===== config.mk =====
export PLATFORM = sky130hd
export DESIGN_NAME = sum_to_bcd_seq
export DESIGN_NICKNAME = d
export VERILOG_FILES = /design/src/rtl/sum_to_bcd_seq_pkg.sv /design/src/rtl/sum_to_bcd_seq_bcd_add3_digit.sv /design/src/rtl/sum_to_bcd_seq.sv
export SDC_FILE = /design/constraint.sdc
export NUM_CORES = 1
export LEC_CHECK = 0
export CELL_PAD_IN_SITES_DETAIL_PLACEMENT = 1
export CELL_PAD_IN_SITES_GLOBAL_PLACEMENT = 1
export CORE_ASPECT_RATIO = 0.7
export CORE_UTILIZATION = 42
export CTS_BUF_LIST = sky130_fd_sc_hd__clkbuf_16
export CTS_CLUSTER_SIZE = 40
export DETAILED_ROUTE_END_ITERATION = 16
export HOLD_SLACK_MARGIN = 0.15
export PLACE_DENSITY = 0.81
export SLEW_MARGIN = 10
export SYNTH_ARGS = -nofsm -noshare
export SYNTH_HDL_FRONTEND = slang
export SYNTH_SLANG_ARGS = --single-unit

===== constraint.sdc =====
create_clock -name clk -period 3.3 [get_ports clk]
set_input_delay 0.495 -clock clk [delete_from_list [all_inputs] [get_ports clk]]
set_output_delay 0.495 -clock clk [all_outputs]
set_load 0.05 [all_outputs]

===== src/rtl/sum_to_bcd_seq_pkg.sv =====
// sum_to_bcd_seq_pkg: shared FSM state encoding and BCD digit width
package sum_to_bcd_seq_pkg;
  typedef enum logic [1:0] {IDLE = 2'd0, CONVERT = 2'd1, DONE = 2'd2} state_t;
  localparam int DIGIT_W = 4;
endpackage


===== src/rtl/sum_to_bcd_seq_bcd_add3_digit.sv =====
// bcd_add3_digit: double-dabble digit adjust, adds 3 to any digit of 5 or more
module bcd_add3_digit
  import sum_to_bcd_seq_pkg::*;
(
  input  logic [DIGIT_W-1:0] d,
  output logic [DIGIT_W-1:0] q
);
  assign q = d >= DIGIT_W'(5) ? d + DIGIT_W'(3) : d;
endmodule


===== src/rtl/sum_to_bcd_seq.sv =====
// sum_to_bcd_seq: handshaked sequential binary-to-BCD converter (shift-and-add-3)
module sum_to_bcd_seq
  import sum_to_bcd_seq_pkg::*;
#(
  parameter int WIDTH  = 8,
  parameter int DIGITS = 3
) (
  input  logic                       clk,
  input  logic                       rst,
  input  logic                       in_valid,
  output logic                       in_ready,
  input  logic [WIDTH-1:0]           bin_in,
  output logic                       out_valid,
  input  logic                       out_ready,
  output logic [DIGIT_W*DIGITS-1:0]  bcd_out
);
  localparam int BW = DIGIT_W * DIGITS;
  localparam int CW = $clog2(WIDTH + 1);
  state_t          state, state_nx;
  logic [BW-1:0]   bcd, adj, bcd_nx;
  logic [WIDTH-1:0] bin;
  logic [CW-1:0]   cnt;
  logic            last;
  for (genvar g = 0; g < DIGITS; g++) begin : g_add3
    bcd_add3_digit u_add3 (.d(bcd[g*DIGIT_W +: DIGIT_W]), .q(adj[g*DIGIT_W +: DIGIT_W]));
  end
  assign bcd_nx    = {adj[BW-2:0], bin[WIDTH-1]};
  assign last      = cnt == CW'(WIDTH - 1);
  assign in_ready  = state == IDLE;
  assign out_valid = state == DONE;
  always_comb begin
    state_nx = state == IDLE    ? (in_valid  ? CONVERT : IDLE)
             : state == CONVERT ? (last      ? DONE    : CONVERT)
             : state == DONE    ? (out_ready ? IDLE    : DONE)
             : IDLE;
  end
  always_ff @(posedge clk) begin
    if (rst) begin
      state   <= IDLE;
      bcd     <= '0;
      bin     <= '0;
      cnt     <= '0;
      bcd_out <= '0;
    end else begin
      state <= state_nx;
      if (state == IDLE && in_valid) begin
        bin <= bin_in;
        bcd <= '0;
        cnt <= '0;
      end else if (state == CONVERT) begin
        bcd <= bcd_nx;
        bin <= bin << 1;
        cnt <= cnt + 1'b1;
        if (last) bcd_out <= bcd_nx;
      end
    end
  end
endmodule


=== Word level (Yosys, flattened, before mapping) ===
Cells that the tools add are included.

* Bits in latches: 0
* Output and inout bits: 14
* Bits in registers: 38
* Word-level logic and storage cells: 32
* Bits in read-only memories: 0
* Memories kept: 0
* RAM bits: 0

* Multiply operators: 0
* $add $sub $neg: 4
* Bitwise gates (word level): 1
* Shifts and indexed selects: 0
* Mux-type cells: 11
* Div/mod/pow operators: 0
* Equality and inequality tests: 3
* Reductions and logical operators: 5
* Order comparisons: 3

{| class="wikitable"
|+ Operator list
! operator !! count
|-
| $mux 8 || 2
|-
| $ge 4x3->1 const B || 3
|-
| $mux 2 || 5
|-
| $add 4x2->4 const B || 2
|-
| $mux 4 || 2
|-
| $add 4x1->4 const B || 1
|-
| $eq 4x3->1 const B || 1
|-
| $add 3x2->3 const B || 1
|-
| $mux 3 || 1
|-
| $reduce_and 3->1 || 1
|-
| $eq 2x1->1 const B || 1
|-
| $eq 2x2->1 const B || 1
|-
| $logic_not 2->1 || 1
|-
| $reduce_bool 2->1 || 1
|-
| $reduce_or 2->1 || 1
|-
| $logic_and 1x1->1 || 1
|-
| $mux 1 || 1
|-
| $not 1->1 || 1
|}

=== Longest topological paths before layout ===
Gate-level depths: netlist of run 1.

* Depth after elaboration: 4
* Depth in mapped cells: 6
* Mapped depth without buffers: 6

=== By module ===
A second synthesis of run 1 with hierarchy kept.

* Cell total of the unflattened synthesis: 223
* Area total of the unflattened synthesis: 1,895.6 um^2

{| class="wikitable"
|+ By module, submodules not included
! module !! cells an instance !! area an instance (um^2) !! times used
|-
| sum_to_bcd_seq || 175 || 1,591.5 || 1
|-
| bcd_add3_digit || 16 || 101.3 || 3
|}

=== Worst setup path after synthesis of run 1 ===
OpenSTA, ideal clock, no wires.

* Path type: reg2out
* Start: register state[1]
* End: output port out_valid
* Data required time: 2.805 ns
* Arrival time: 1.163 ns
* Setup slack: 1.642 ns
* Stages on the path, launching flop included: 2
* Cell sequence: dfxtp_1 nor2b_1

* Longest elaborated chain between the ends: 1

{| class="wikitable"
|+ RTL lines
! item !! RTL line !! text
|-
| start: declaration || sum_to_bcd_seq.sv:19 || <nowiki>state_t state, state_nx;</nowiki>
|-
| start signal: assignment || sum_to_bcd_seq.sv:45 || <nowiki>state <= state_nx;</nowiki>
|-
| $eq 2x2->1 || sum_to_bcd_seq.sv:30 || <nowiki>assign out_valid = state == DONE;</nowiki>
|-
| end: declaration || sum_to_bcd_seq.sv:13 || <nowiki>output logic out_valid,</nowiki>
|}

Every way passes these cells.

=== Final worst setup path of run 1 ===
Ends and elaborated chain as after synthesis.

==> results of run 1 <==
==> kinds of logic (layout without fill, tap and decap cells) <==
kind of cell,Yosys count,in the layout,share of synthesized area (%)
compound gates,55,55,19.3
simple gates,66,66,19.7
mux,4,4,2.61
xor+xnor,6,6,3.13
fa+ha+maj,7,7,5.22
flops,38,38,45.3
buf+inv,16,42,4.77
==> power breakdown <==
group          total (W)  internal [W]  switching (W)
registers       0.000479      0.000470     0.00000871
logic          0.0000860     0.0000357      0.0000503
clock network   0.000450      0.000273       0.000177
==> metrics by stage <==
stage	setup slack, ps	power (W)	instances	area (sq um)
5_1_grt	934	0.00105	268	2090
3_3_place_gp	1290	0.000567	260	1950
2_1_floorplan	1640	0.000541	192	1680
6_report	985	0.00101	268	2090
3_5_place_dp	1140	0.000574	260	1950
4_1_cts	1030	0.00101	268	2090
==> sequential cells by signal, indices dropped and copies added (netlist names) <==
signal,count
bin,8
state,2
bcd,12
cnt,4
bcd_out,12
==> synth_stat cells, drive strengths merged <==
cell / n
dfxtp: 38
a21oi: 24
nand2: 19
nor2: 18
nand2b: 11
o21ai: 10
o22ai: 9
a22oi: 7
buf: 7
ha: 7
inv: 7
nand3: 6
nor3b: 5
a211oi: 4
xnor2: 4
mux2: 3
nor2b: 3
clkbuf: 2
xor2: 2
a311oi: 1
and3: 1
mux2i: 1
nand3b: 1
nand4: 1
or2: 1
==> layout make-up <==
cell class | instances | area, sq um
fillers | 431 | 1580
repair buffers | 27 | 265
clock buffers | 5 | 125
inverters | 7 | 26.3
multi-input cells | 138 | 838
clock inverters | 3 | 12.5
well taps | 50 | 62.6
flip-flops and latches | 38 | 761
==> critical path, cell delays in order (launching register included) <==
cell             delay [ps]
dfxtp_1                 430
nor2b_1                 260
clkdlybuf4s50_1         850
==> worst paths after layout <==
| path | from | to | slack [ps] | cells past startpoint |
|---|---|---|---|---|
| worst max-delay path | state[1] | out_valid | 990 | 2 |
| worst min-delay path | bin[3] | bin[3] | 460 | 2 |
| worst max register to register | state[0] | bcd_out[10] | 1160 | 4 |
| worst min register to register | bin[3] | bin[3] | 460 | 2 |
==> layer usage <==
metal	vias to the layer above	part of all wire (%)	global-route usage [%]
li1	716	-	-
met1	720	47	26.4
met2	26	49	40.7
met3	7	2.3	5.41
met4	0	0.86	8.49
met5	-	0	0
==> out/metrics.csv, run 1 <==
stage,metric,value,unit
cts,setup bufs post-CTS,0,
timing,Final Max Slew Viols,0,
synth,"area leader, netlist",dfxtp_1,
route,1st-pass router iterations,4,
cells_and_area,layout cells sized above 1,6.88,%
timing,# setup viols final,0,
timing,Final Hold Viols,0,
synth,YS warnings,0,
run_status,status,finished clean,
route,antenna-violating nets left,0,
timing,post-route minimum period,2310,ps
worst_setup_path,Setup crit start kind,register,
cts,hold_buf cts,0,
global_route,first-pass GRT wire length,7.04,mm
place,Port Buffer Count,25,
synth,Synth top area share,45.3,%
cts,PostCTS Resize Cnt,0,
floorplan,die width,77.6,microns
timing,Hold WS,463,ps
synth,"Seq/Total Area, Yosys",45.3,%
synth,Netlist Area Pre-Place,1680,sq um
floorplan,die span in y,54.9,microns
timing,Slew headroom,50.2,%
worst_setup_path,Worst Path Arrival,1820,ps
job,Max Cap Viol,0,
cells_and_area,"commonest cells after routing, fill and taps aside","dfxtp_1, clkdlybuf4s50_1, a21oi_1",
cts,clock buffer count from CTS,5,
cells_and_area,fin nets,236,
worst_setup_path,worst-path fanout max,5,
synth,Syn Inst Count,192,
synth,Syn Nets,211,
route,drc violations,0,
timing,worst-margin pin slew,747,ps
route,DR vias,1469,
route,DR vias/cell,5.48,
floorplan,I/O pin cnt,26,
floorplan,Core Footprint,3670,sq um
synth,Syn Area/Cell,8.75,sq um
floorplan,initial core utilization,45.7,%
timing,Fin Setup TNS,0,ps
place,gpl congestion,0.801,
route,Initial DRC Count,73,
cells_and_area,"commonest non-fill, non-tap cell in the layout",dfxtp_1,
hold_path,worst hold path type,reg -> reg,
worst_setup_path,crit path capture type,primary output,
power,VDD IR-drop max,0.000290,V
synth,"FF+latch count, synth",38,
cts,TritonCTS clock tree,built,
synth,synth unique cells,29,
worst_setup_path,Critical Path RT,2800,ps
global_route,Congestion Overflow GR,0,
cells_and_area,final core occ,57.0,%
global_route,largest net degree at the start of global routing,23,
cells_and_area,diode count,0,
place,Final HPWL DP,3.21,mm
cts,Clock Pin Slew Worst Setup and Hold Paths,60,ps
cells_and_area,Synth-to-Final Area Change,24.5,%
route,routed length per instance,16.6,microns
global_route,via count of the first global-routing pass,1492,
timing,RSZ-0062 raised after global routing,false,
cts,H-Tree Level Count,2,
cts,Max clock buf depth,2,
cts,Worst-Skew Late Latency,280,ps
power,PD cells,485,nW/um^2
timing,Clock Skew,4.25,ps
timing,fmax,432,MHz
floorplan,total number of placement rows,18,
cts,CTS sink cnt,38,
timing,Tcrit/Tclk final,70.1,%
synth,Synth area leaders,"dfxtp_1, a21oi_1, ha_1",
route,drt total wl,4.44,mm
power,Static Leakage,0.721,nW
worst_setup_path,WS Path Type,reg -> out,
global_route,initial antenna violation count,0,
global_route,all-layer global routing usage,22.3,%
cts,root buf cell,clkbuf_16,
floorplan,die area,4260,sq um
Note: power is estimated with default switching activity, not from simulation.
==> inputs of run 2 (changes only) <==
- CORE_UTILIZATION: 42 -> 36
- PLACE_DENSITY: 0.81 -> 0.74
- clock period: 3.3 -> 2 ns (I/O delays scaled with it)
==> out/metrics.csv, run 2 (synthesis gave the netlist of run 1 again) <==
stage,metric,value,unit
cells_and_area,diode count,0,
cts,clock buffer count from CTS,5,
global_route,first-pass GRT wire length,6.96,mm
hold_path,hold path cells,2,
cells_and_area,Reg area,761,sq um
route,DR vias/cell,5.17,
timing,Fin Setup TNS,0,ps
timing,fmax,531,MHz
route,drc violations,0,
route,drt total wl,4.21,mm
cts,TritonCTS clock tree,built,
floorplan,die width,83.6,microns
route,antenna-violating nets left,0,
cells_and_area,fin nets,241,
floorplan,initial core utilization,38.1,%
cts,Worst-Skew Late Latency,280,ps
power,VDD IR-drop max,0.000438,V
cts,setup bufs post-CTS,0,
place,pre-CTS WS,215,ps
route,DR vias,1436,
timing,Clock Skew,3.74,ps
worst_setup_path,Worst Path Arrival,1580,ps
global_route,largest net degree at the start of global routing,14,
floorplan,die area,4950,sq um
power,Static Leakage,0.743,nW
cells_and_area,"commonest cells after routing, fill and taps aside","dfxtp_1, a21oi_1, clkdlybuf4s50_1",
cts,H-Tree Level Count,2,
worst_setup_path,RR Endpoint,bcd[6],
global_route,Congestion Overflow GR,0,
worst_setup_path,CP cell instances,"nor2_1, clkdlybuf4s50_1",
cts,Clock Pin Slew Worst Setup and Hold Paths,50,ps
cells_and_area,Synth-to-Final Area Change,26.9,%
cts,Max clock buf depth,2,
timing,RSZ-0062 raised after global routing,false,
global_route,initial antenna violation count,0,
cts,PostCTS Resize Cnt,0,
cells_and_area,"commonest non-fill, non-tap cell in the layout",dfxtp_1,
route,routed length per instance,15.1,microns
timing,Final Max Slew Viols,0,
route,Initial DRC Count,38,
timing,post-route minimum period,1880,ps
timing,Final Hold Viols,0,
timing,worst-margin pin slew,545,ps
global_route,all-layer global routing usage,18.8,%
timing,# setup viols final,0,
timing,Final WS setup,117,ps
hold_path,worst hold path type,reg -> reg,
place,gpl congestion,0.773,
cells_and_area,area of the multi-input gates,838,sq um
power,PD cells,790,nW/um^2
hold_path,Worst Hold Endpoint,bin[3],
worst_setup_path,Crit. Startpoint,state[1],
cells_and_area,Final Non-Filler Cells,278,
worst_setup_path,R2R Setup Slk,330,ps
worst_setup_path,Setup crit start kind,register,
floorplan,total number of placement rows,20,
place,Port Buffer Count,25,
timing,Tcrit/Tclk final,94.2,%
worst_setup_path,"slowest stage delay, CP",820,ps
cells_and_area,largest registers,"bcd x12, bcd_out x12, bin x8",
place,placed cell count,270,
job,Max Cap Viol,0,
worst_setup_path,worst-case reg-to-reg path depth,6,
worst_setup_path,WS Path Type,reg -> out,
cts,hold_buf cts,0,
route,1st-pass router iterations,4,
floorplan,Core Footprint,4400,sq um
worst_setup_path,CP max-delay cell,clkdlybuf4s50_1,
floorplan,die span in y,59.1,microns
cts,CTS sink cnt,38,
cells_and_area,fillcell total,511,
worst_setup_path,Critical R2R Launch,bcd[4],
global_route,via count of the first global-routing pass,1465,
hold_path,Hold Crit Start,bin[3],
timing,Slew headroom,63.7,%
run_status,status,finished clean,
worst_setup_path,Critical Path RT,1700,ps
floorplan,I/O pin cnt,26,
worst_setup_path,crit path capture type,primary output,
place,Final HPWL DP,3.09,mm
cts,root buf cell,clkbuf_16,
worst_setup_path,worst-path fanout max,5,
timing,Hold WS,456,ps
cells_and_area,layout cells sized above 1,8.97,%
==> run 2: cell types whose count changed in the layout (fill, tap and decap cells not counted), sizes merged <==
cell and change:
buf +6, clkdlybuf4s50 -1, inv -1, clkinv +1
==> run 2: area by class of cell <==
class	instances	share of cell area, %
Inverter	7	1.23
Multi-Input combinational cell	138	39.3
Clock buffer	5	5.87
Tap cell	55	3.23
Sequential cell	38	35.7
Timing Repair Buffer	32	14.1
Clock inverter	3	0.528
==> run 2: worst max-delay path, delay by kind of cell (launching register included) <==
family / cells / cell delay, ps
simple gates: 1 / 130
flops: 1 / 360
buf+inv: 1 / 820
==> run 2: power breakdown <==
part           switching, W  internal (W)  leakage, nW
sequential        0.0000131      0.000775        0.308
clock              0.000300      0.000449       0.0663
combinational     0.0000815     0.0000641        0.368
==> run 2: routing by layer <==
| metal | up-vias | GRT usage [%] | share of wire [%] | wire length (microns) |
|---|---|---|---|---|
| met3 | 7 | 4.74 | 3.4 | 145 |
| met2 | 21 | 32.8 | 47 | 2000 |
| met5 | - | 0 | 0 | 0 |
| li1 | 723 | - | - | - |
| met1 | 685 | 22.1 | 47 | 1990 |
| met4 | 0 | 8.96 | 1.8 | 76 |
==> run 2: worst max path at each step <==
| stage | endpoint | slack, ps |
|---|---|---|
| floorplan | state[1] | 520 |
| global placement | bcd[10] | 300 |
| finish | in_ready | 120 |
| detailed placement | bin[1] | 210 |
| CTS | in_ready | 90 |
| global route | in_ready | 50 |
==> run 2: through the flow <==
| step | cell area, sq um | utilization, % | total power (W) |
|---|---|---|---|
| floorplan | 1680 | - | 0.000893 |
| CTS | 2130 | 48.4 | 0.00171 |
| detailed placement | 1990 | 45.3 | 0.000952 |
| global placement | 1990 | 45.3 | 0.000943 |
| global route | 2130 | 48.4 | 0.00176 |
| finish | 2130 | 48.4 | 0.00168 |
==> inputs of run 3 (changes only) <==
- CORE_UTILIZATION: 36 -> 42
- CTS_CLUSTER_DIAMETER: default -> 40
- PLACE_DENSITY: 0.74 -> 0.81
- clock period: 2 -> 2.3 ns (I/O delays scaled with it)
==> out/metrics.csv, run 3 (synthesis gave the netlist of run 1 again) <==
stage,metric,value,unit
run_status,status,finished clean,
power,VDD IR-drop max,0.000430,V
route,1st-pass router iterations,4,
timing,fmax,473,MHz
cts,Worst-Skew Late Latency,270,ps
floorplan,initial core utilization,45.7,%
route,drt total wl,4.42,mm
timing,RSZ-0062 raised after global routing,false,
global_route,initial antenna violation count,0,
worst_setup_path,Worst Path Arrival,1770,ps
route,DR vias/cell,5.50,
cells_and_area,fillcell total,428,
route,routed length per instance,16.3,microns
cts,root buf cell,clkbuf_16,
global_route,first-pass GRT wire length,7.18,mm
cts,hold_buf cts,0,
cts,clock buffer count from CTS,5,
floorplan,total number of placement rows,18,
power,PD cells,686,nW/um^2
cells_and_area,area of the multi-input gates,838,sq um
global_route,via count of the first global-routing pass,1510,
cts,Max clock buf depth,2,
timing,Tcrit/Tclk final,91.9,%
cells_and_area,final core occ,57.5,%
route,antenna-violating nets left,0,
cells_and_area,layout cells sized above 1,7.69,%
worst_setup_path,RR Endpoint,bcd_out[10],
hold_path,Worst Hold Endpoint,bin[2],
floorplan,Core Footprint,3670,sq um
hold_path,Hold Crit Start,bin[2],
cells_and_area,"commonest non-fill, non-tap cell in the layout",dfxtp_1,
floorplan,die span in y,54.9,microns
worst_setup_path,worst-case reg-to-reg path depth,4,
timing,Clock Skew,3.64,ps
route,Initial DRC Count,50,
cells_and_area,"commonest cells after routing, fill and taps aside","dfxtp_1, clkdlybuf4s50_1, a21oi_1",
route,DR vias,1491,
cells_and_area,Synth-to-Final Area Change,25.8,%
timing,Final Max Slew Viols,0,
job,Max Cap Viol,0,
worst_setup_path,Critical R2R Launch,cnt[0],
hold_path,hold path cells,2,
timing,Final Hold Viols,0,
place,gpl congestion,0.761,
floorplan,die area,4260,sq um
worst_setup_path,crit path capture type,primary output,
hold_path,worst hold path type,reg -> reg,
worst_setup_path,Setup crit start kind,register,
cells_and_area,design area,2110,sq um
cells_and_area,largest registers,"bcd x12, bcd_out x12, bin x8",
floorplan,die width,77.6,microns
cells_and_area,fin nets,239,
place,Final HPWL DP,3.12,mm
place,Port Buffer Count,25,
timing,# setup viols final,0,
global_route,largest net degree at the start of global routing,22,
place,Area after DPL,1980,sq um
floorplan,I/O pin cnt,26,
cts,Clock Pin Slew Worst Setup and Hold Paths,60,ps
cells_and_area,Final Non-Filler Cells,271,
timing,post-route minimum period,2110,ps
place,placed cell count,263,
worst_setup_path,worst-path fanout max,5,
timing,Fin Setup TNS,0,ps
global_route,all-layer global routing usage,22.7,%
global_route,Congestion Overflow GR,0,
cts,setup bufs post-CTS,0,
cts,TritonCTS clock tree,built,
cells_and_area,diode count,0,
cts,H-Tree Level Count,2,
route,drc violations,0,
worst_setup_path,Critical Path RT,1960,ps
cells_and_area,Reg area,761,sq um
timing,worst-margin pin slew,791,ps
power,Static Leakage,0.731,nW
cts,CTS sink cnt,38,
worst_setup_path,R2R Setup Slk,480,ps
timing,Slew headroom,47.3,%
worst_setup_path,WS Path Type,reg -> out,
cts,PostCTS Resize Cnt,0,
## run 3: changes by cell type in the layout (fill, tap and decap cells not counted), sizes merged
cell | previous run | this run
clkdlybuf4s50 | 24 | 25
buf | 8 | 5
## run 3: final cells by class
class,instances,area share [%]
clock inverter,3,0.533
tap,50,2.96
sequential,38,36.0
clock buffer,5,5.92
timing repair buffer,30,13.6
inverter,7,1.24
multi-input combinational,138,39.7
## run 3: through the flow
step	worst slack, ps	power (W)	hold slack [ps]
floorplan	792	0.000776	436
global placement	523	0.000816	443
detailed placement	387	0.000824	452
CTS	175	0.00146	460
global route	128	0.00151	489
finish	186	0.00145	459
## run 3: how the worst max path moves through the flow
| stage | depth (start not counted) | from | end |
|---|---|---|---|
| global route | 2 | state[1] | out_valid |
| detailed placement | 6 | in_valid | bcd[5] |
| floorplan | 1 | state[1] | out_valid |
| finish | 2 | state[1] | out_valid |
| CTS | 2 | state[1] | out_valid |
| global placement | 2 | state[1] | out_valid |
## run 3: where the power goes
part           leakage [nW]  internal [W]  switching (W)  total [W]
logic                 0.356     0.0000529      0.0000723   0.000125
clock network        0.0663      0.000390       0.000248   0.000638
registers             0.308      0.000674      0.0000117   0.000686
## run 3: routing by layer
| metal | track usage [%] | wire length (microns) |
|---|---|---|
| met5 | 0 | 0 |
| met4 | 4.72 | 40 |
| met3 | 7.05 | 103 |
| met2 | 41.9 | 2180 |
| met1 | 26.7 | 2100 |
## run 3: worst max-delay path, cell delays in order (launching register included)
cell,delay (ps)
dfxtp_1,430
nor2b_1,220
clkdlybuf4s50_1,850
